**config.mk**
```make
export PLATFORM = sky130hd
export DESIGN_NAME = pool_win_acc
export DESIGN_NICKNAME = d
export VERILOG_FILES = /design/src/rtl/pool_pkg.sv /design/src/rtl/pool_out_fifo.sv /design/src/rtl/pool_win_acc.sv
export SDC_FILE = /design/constraint.sdc
export NUM_CORES = 1
export LEC_CHECK = 0
export CORE_UTILIZATION = 30
export DETAILED_ROUTE_END_ITERATION = 16
export SETUP_SLACK_MARGIN = 0.02
export SLEW_MARGIN = 20
export SYNTH_ARGS = -nofsm -noshare
export SYNTH_HDL_FRONTEND = slang
export SYNTH_SLANG_ARGS = --single-unit
export TNS_END_PERCENT = 20
```
**constraint.sdc**
```tcl
create_clock -name clk -period 2.7 [get_ports clk]
set_input_delay 0.54 -clock clk [delete_from_list [all_inputs] [get_ports clk]]
set_output_delay 0.54 -clock clk [all_outputs]
set_load 0.005 [all_outputs]
```
**src/rtl/pool_pkg.sv**
```systemverilog
// rtl/pool_pkg.sv - shared constants and types for the 3x3 pooling window stage
package pool_pkg;

    localparam int POOL_K    = 3;
    localparam int POOL_WIN  = POOL_K * POOL_K;
    localparam int AVG_RECIP = 7282;   // round(65536 / 9)
    localparam int AVG_SHIFT = 16;

    localparam int POOL_DATA_W = 8;
    typedef logic signed [POOL_DATA_W-1:0] pool_sample_t;

endpackage

```
**src/rtl/pool_out_fifo.sv**
```systemverilog
// rtl/pool_out_fifo.sv - 2-entry result buffer with valid/ready output
//
// Ports:
//   clk, rst_n          clock, asynchronous active-low reset
//   push, push_data     write request and data; ignored when full unless popping
//   out_rdy             downstream accept
//   out_vld, out_data   head entry (out_data forced to 0 while empty)
//   full                both entries occupied
module pool_out_fifo #(
    parameter int W = 32
) (
    input  logic         clk,
    input  logic         rst_n,
    input  logic         push,
    input  logic [W-1:0] push_data,
    input  logic         out_rdy,
    output logic         out_vld,
    output logic [W-1:0] out_data,
    output logic         full
);

    logic [W-1:0] mem [2];
    logic         wr_ptr;
    logic         rd_ptr;
    logic [1:0]   count;
    logic         pop;
    logic         do_push;

    assign pop      = out_vld && out_rdy;
    // A pop frees the head slot on the same edge, so a full buffer still accepts.
    assign do_push  = push && (!full || pop);
    assign out_vld  = (count != 2'd0);
    assign full     = (count == 2'd2);
    assign out_data = out_vld ? mem[rd_ptr] : '0;

    always_ff @(posedge clk or negedge rst_n) begin
        if (!rst_n) begin
            mem[0] <= '0;
            mem[1] <= '0;
            wr_ptr <= 1'b0;
            rd_ptr <= 1'b0;
            count  <= 2'd0;
        end else begin
            if (do_push) begin
                mem[wr_ptr] <= push_data;
                wr_ptr      <= ~wr_ptr;
            end
            if (pop) begin
                rd_ptr <= ~rd_ptr;
            end
            count <= count + 2'(do_push) - 2'(pop);
        end
    end

endmodule

```
**src/rtl/pool_win_acc.sv**
```systemverilog
// rtl/pool_win_acc.sv - 3x3 window max/average reduction with 2-entry output buffer
//
// Optional feature macro: POOL_AVG_EN (average pooling; max-only when undefined).
//
// Ports:
//   clk, rst_n          clock, asynchronous active-low reset
//   in_vld, in_data     sample stream, LANES lanes of signed DATA_W
//   r_cnt, c_cnt        window position of the current sample
//   win_done            pulse the cycle after the 9th sample of a window
//   avg_mode            1 = average, 0 = max (ignored without POOL_AVG_EN)
//   out_vld, out_data   pooled result, same lane packing as in_data
//   out_rdy             downstream accept
//   ovf                 sticky: a result was dropped on a full buffer
module pool_win_acc
    import pool_pkg::*;
#(
    parameter int DATA_W = 8,
    parameter int LANES  = 4
) (
    input  logic                    clk,
    input  logic                    rst_n,
    input  logic                    in_vld,
    input  logic [LANES*DATA_W-1:0] in_data,
    input  logic [1:0]              r_cnt,
    input  logic [1:0]              c_cnt,
    input  logic                    win_done,
    input  logic                    avg_mode,
    output logic                    out_vld,
    output logic [LANES*DATA_W-1:0] out_data,
    input  logic                    out_rdy,
    output logic                    ovf
);

    localparam int SW = DATA_W + 4;        // holds 9 * min sample
    localparam int PW = SW + AVG_SHIFT;    // product width for the /9 multiply

    logic                    first;
    logic [LANES*DATA_W-1:0] push_data;
    logic                    full;
    logic                    drop;

    assign first = (r_cnt == 2'd0) && (c_cnt == 2'd0);

`ifndef POOL_AVG_EN
    logic unused_avg_mode;
    assign unused_avg_mode = avg_mode;
`endif

    for (genvar k = 0; k < LANES; k++) begin : g_lane
        logic signed [DATA_W-1:0] smp;
        logic signed [DATA_W-1:0] acc;
        logic signed [DATA_W-1:0] red;

        assign smp = $signed(in_data[k*DATA_W +: DATA_W]);

        // Pushes read the pre-edge value, so a load at (0,0) may share the
        // edge with the previous window's push.
        always_ff @(posedge clk or negedge rst_n) begin
            if (!rst_n) begin
                acc <= '0;
            end else if (in_vld) begin
                if (first || (smp > acc)) begin
                    acc <= smp;
                end
            end
        end

`ifdef POOL_AVG_EN
        logic signed [SW-1:0] sum;
        logic signed [SW-1:0] smp_ext;
        logic signed [PW-1:0] prod;
        logic signed [DATA_W-1:0] avg;

        assign smp_ext = $signed({{(SW-DATA_W){smp[DATA_W-1]}}, smp});

        always_ff @(posedge clk or negedge rst_n) begin
            if (!rst_n) begin
                sum <= '0;
            end else if (in_vld) begin
                sum <= first ? smp_ext : (sum + smp_ext);
            end
        end

        // /9 with round-half-up: multiply by 2^16/9, add half an LSB, shift.
        assign prod = $signed({{AVG_SHIFT{sum[SW-1]}}, sum}) * $signed(PW'(AVG_RECIP))
                    + $signed(PW'(32'd1 << (AVG_SHIFT - 1)));
        assign avg  = prod[AVG_SHIFT +: DATA_W];
        assign red  = avg_mode ? avg : acc;
`else
        assign red = acc;
`endif

        assign push_data[k*DATA_W +: DATA_W] = red;
    end

    // Full with no pop this cycle: the result is lost.
    assign drop = win_done && full && !out_rdy;

    always_ff @(posedge clk or negedge rst_n) begin
        if (!rst_n) begin
            ovf <= 1'b0;
        end else if (drop) begin
            ovf <= 1'b1;
        end
    end

    pool_out_fifo #(
        .W(LANES*DATA_W)
    ) u_fifo (
        .clk      (clk),
        .rst_n    (rst_n),
        .push     (win_done && !drop),
        .push_data(push_data),
        .out_rdy  (out_rdy),
        .out_vld  (out_vld),
        .out_data (out_data),
        .full     (full)
    );

endmodule

```
==> results.py <==
metrics = {
    "run_status": {
        "run_status": "complete, no violations",
    },
    "yosys": {
        "yosys-top-cells-area": "dfrtp_1 50%, mux2_2 15%, ha_1 8.4%",
        "syn_area_per_cell_um2": 11.2,
        "seq_area_frac_synth_pct": 49.8,
        "ys_types": 32,
        "yosysTopAreaCellShare_pct": 49.8,
        "syn_area_mm2": 0.00507,
        "async_flop_share_pct": 100,
        "synth_edf_count": 0,
        "ys_warn_count": 0,
        "synth_ff_type": "dfrtp_1",
        "ys_ff_latch": 101,
        "yosys.area.top_type": "dfrtp_1",
        "synth_cells": 451,
        "synth_fp_nets": 527,
    },
    "routing": {
        "ant_nets": 0,
        "drtIter0Drc": 124,
        "avgViaCountPerCell": 4.53,
        "wl_mm": 11.1,
        "vias": 3459,
        "wl_per_cell_um": 14.5,
        "drc": 0,
        "dr.pass1.iters": 4,
    },
    "cells_and_area": {
        "multi_input_area_mm2": 0.00232,
        "drive_gt1_share_pct": 20.8,
        "utilization_pct": 39.7,
        "area_growth_pct": 29.3,
        "stdcell_area_mm2": 0.00656,
        "num-nets-final": 616,
        "n_antenna_cell": 0,
        "area.sequential_mm2": 0.00253,
        "fillers": 1537,
    },
    "die": {
        "rows": 47,
        "coreArea_mm2": 0.0165,
        "io-pin-count": 76,
        "dieArea_mm2": 0.0174,
        "die_h_um": 132,
        "fp.dieW_um": 132,
        "start_util_pct": 30.7,
    },
    "timing": {
        "max-slew-margin-rel_pct": 67.5,
        "period_share_pct": 88.1,
        "fmax_mhz": 420,
        "tns_ps": 0,
        "hold_violations": 0,
        "finalClockSkew_ps": 7.05,
        "rsz0062_at_grt": "no",
        "drv_slew": 0,
        "setup_violations": 0,
        "period_needed_ps": 2380,
        "tightest_slew_ps": 488,
    },
    "clock_tree": {
        "cts_buffer_depth": 2,
        "clk_latency_ps": 350,
        "htreeDepth": 3,
        "cts_resized": 0,
        "clockRootBuffer": "clkbuf_16",
        "path_clk_slew_ps": 70,
        "hold_buffers": 0,
        "cts_buffers": 9,
        "cts_setup_buffers": 0,
        "cts_tree": "yes",
        "cts.sinks": 101,
    },
    "grt": {
        "grt_pass1_vias": 3701,
        "antenna_found_initial": 0,
        "grt_max_degree": 50,
        "grt_use_total_pct": 13.8,
        "grt_pass1_wl_mm": 18.7,
        "overflow": 0,
    },
    "worst_setup_path": {
        "path_delay_family": "buffers and inverters",
        "cp_num_buf_inv": 2,
        "crit_chain": "clkdlybuf4s50_1 -> ha_1 -> nand4_1 -> a211oi_1 -> a311oi_2 -> a211oi_4 -> buf_4 -> mux2_2",
        "worstSetupStartpointType": "input port",
        "endpoint_kind": "flop",
        "required_ps": 2940,
        "crit_path_max_fanout": 4,
        "criticalPathCategory": "in2reg",
        "max_stage_delay_ps": 450,
        "critPathSlowestCell": "clkdlybuf4s50_1",
        "rrSetupSlack_ps": 530,
        "worstPathArrival_ps": 2620,
    },
    "place": {
        "gp_congestion": 0.792,
        "dpl_cell_area_mm2": 0.00624,
        "dp.final_hpwl_mm": 7.93,
        "numPortBuffers": 74,
    },
    "pwr": {
        "powerDensity_mw_per_mm2": 1200,
        "vdd_drop_max_mv": 0.625,
        "p_leak_nw": 3.01,
        "power_mw": 7.89,
    },
    "worst_hold_path": {
        "hold_path_class": "in2async",
    },
    "job": {
        "cap_violations": 0,
    },
}
-- power by group --
part / switching, mW / internal (mW) / total [mW]
logic: 1.66 / 2.13 / 3.78
registers: 0.440 / 2.29 / 2.73
clock network: 0.576 / 0.807 / 1.38
-- metrics by stage --
stage / instances / setup WS, ps / hold slack [ps]
finish: 764 / 321 / 136
global route: 764 / 185 / 161
CTS: 764 / 276 / 148
detailed placement: 749 / -38.2 / 456
global placement: 749 / -24.2 / 447
floorplan: 451 / 448 / 244
-- kinds of logic after synthesis --
kind of cell	synth area share (%)
flip-flops	49.8
AO/OA/AOI/OAI	7.48
multiplexers	21.4
XOR/XNOR	0.691
AND/OR/NAND/NOR	7.50
buffers and inverters	4.69
adder cells (fa/ha/maj)	8.39
-- cell usage after synthesis (2+ instances only) --
library cell / n
dfrtp_1: 101
a21oi_1: 9
nor2_1: 42
a311oi_1: 2
mux2_2: 66
xor2_1: 2
mux2i_1: 32
mux2_1: 2
buf_2: 4
a21o_1: 4
inv_1: 44
o32ai_1: 2
nand3_1: 2
a311oi_2: 3
nand4_1: 5
clkbuf_1: 13
xnor2_1: 2
nand2_1: 36
o21ai_0: 32
nor2b_1: 3
ha_1: 34
-- cell type report --
| cell class | instances | area share, % |
|---|---|---|
| clock buffer | 9 | 3.44 |
| clock inverter | 6 | 1.36 |
| inverter | 44 | 2.52 |
| multi-input combinational | 288 | 35.4 |
| sequential | 101 | 38.6 |
| tap | 220 | 4.20 |
| timing repair buffer | 96 | 14.5 |
-- worst paths after layout --
path | from | cells after the start | end
max in group asynchronous | rst_n | 2 | u_fifo.mem[44]
worst min-delay path | rst_n | 1 | u_fifo.mem[37]
min in group clk | ovf | 1 | ovf
worst max register to register | g_lane[2].acc[7] | 8 | g_lane[2].acc[0]
worst min register to register | ovf | 1 | ovf
worst max-delay path | in_data[22] | 8 | g_lane[2].acc[0]
-- sequential cells by signal, indices dropped and copies added, names as in the netlist --
| register | flops |
|---|---|
| ovf | 1 |
| u_fifo.count | 2 |
| u_fifo.rd_ptr | 1 |
| u_fifo.mem | 64 |
| u_fifo.wr_ptr | 1 |
| g_lane.acc | 32 |
-- placed cells by master, fill, tap and decap left out, drive strengths merged, types with 2 or more instances in the layout --
cell type	count
mux2	68
inv	44
a21o	4
buf	23
mux2i	32
bufinv	2
clkinvlp	2
a211oi	2
nor2b	3
a311oi	5
nand2	36
a21oi	9
o2111ai	2
nand4	5
clkbuf	9
dfrtp	101
nand3	2
xor2	2
ha	34
xnor2	2
clkdlybuf4s50	73
o32ai	2
o21ai	33
clkinv	2
nor2	42
-- metal layers --
| layer | routed length (um) | part of all wire (%) | track usage, % |
|---|---|---|---|
| met1 | 5310 | 48 | 17.8 |
| met2 | 5220 | 47 | 22.3 |
| met3 | 404 | 3.7 | 3.96 |
| met4 | 133 | 1.2 | 4.65 |
| met5 | 0 | 0 | 0 |
Power figures use the tool's default switching activity.
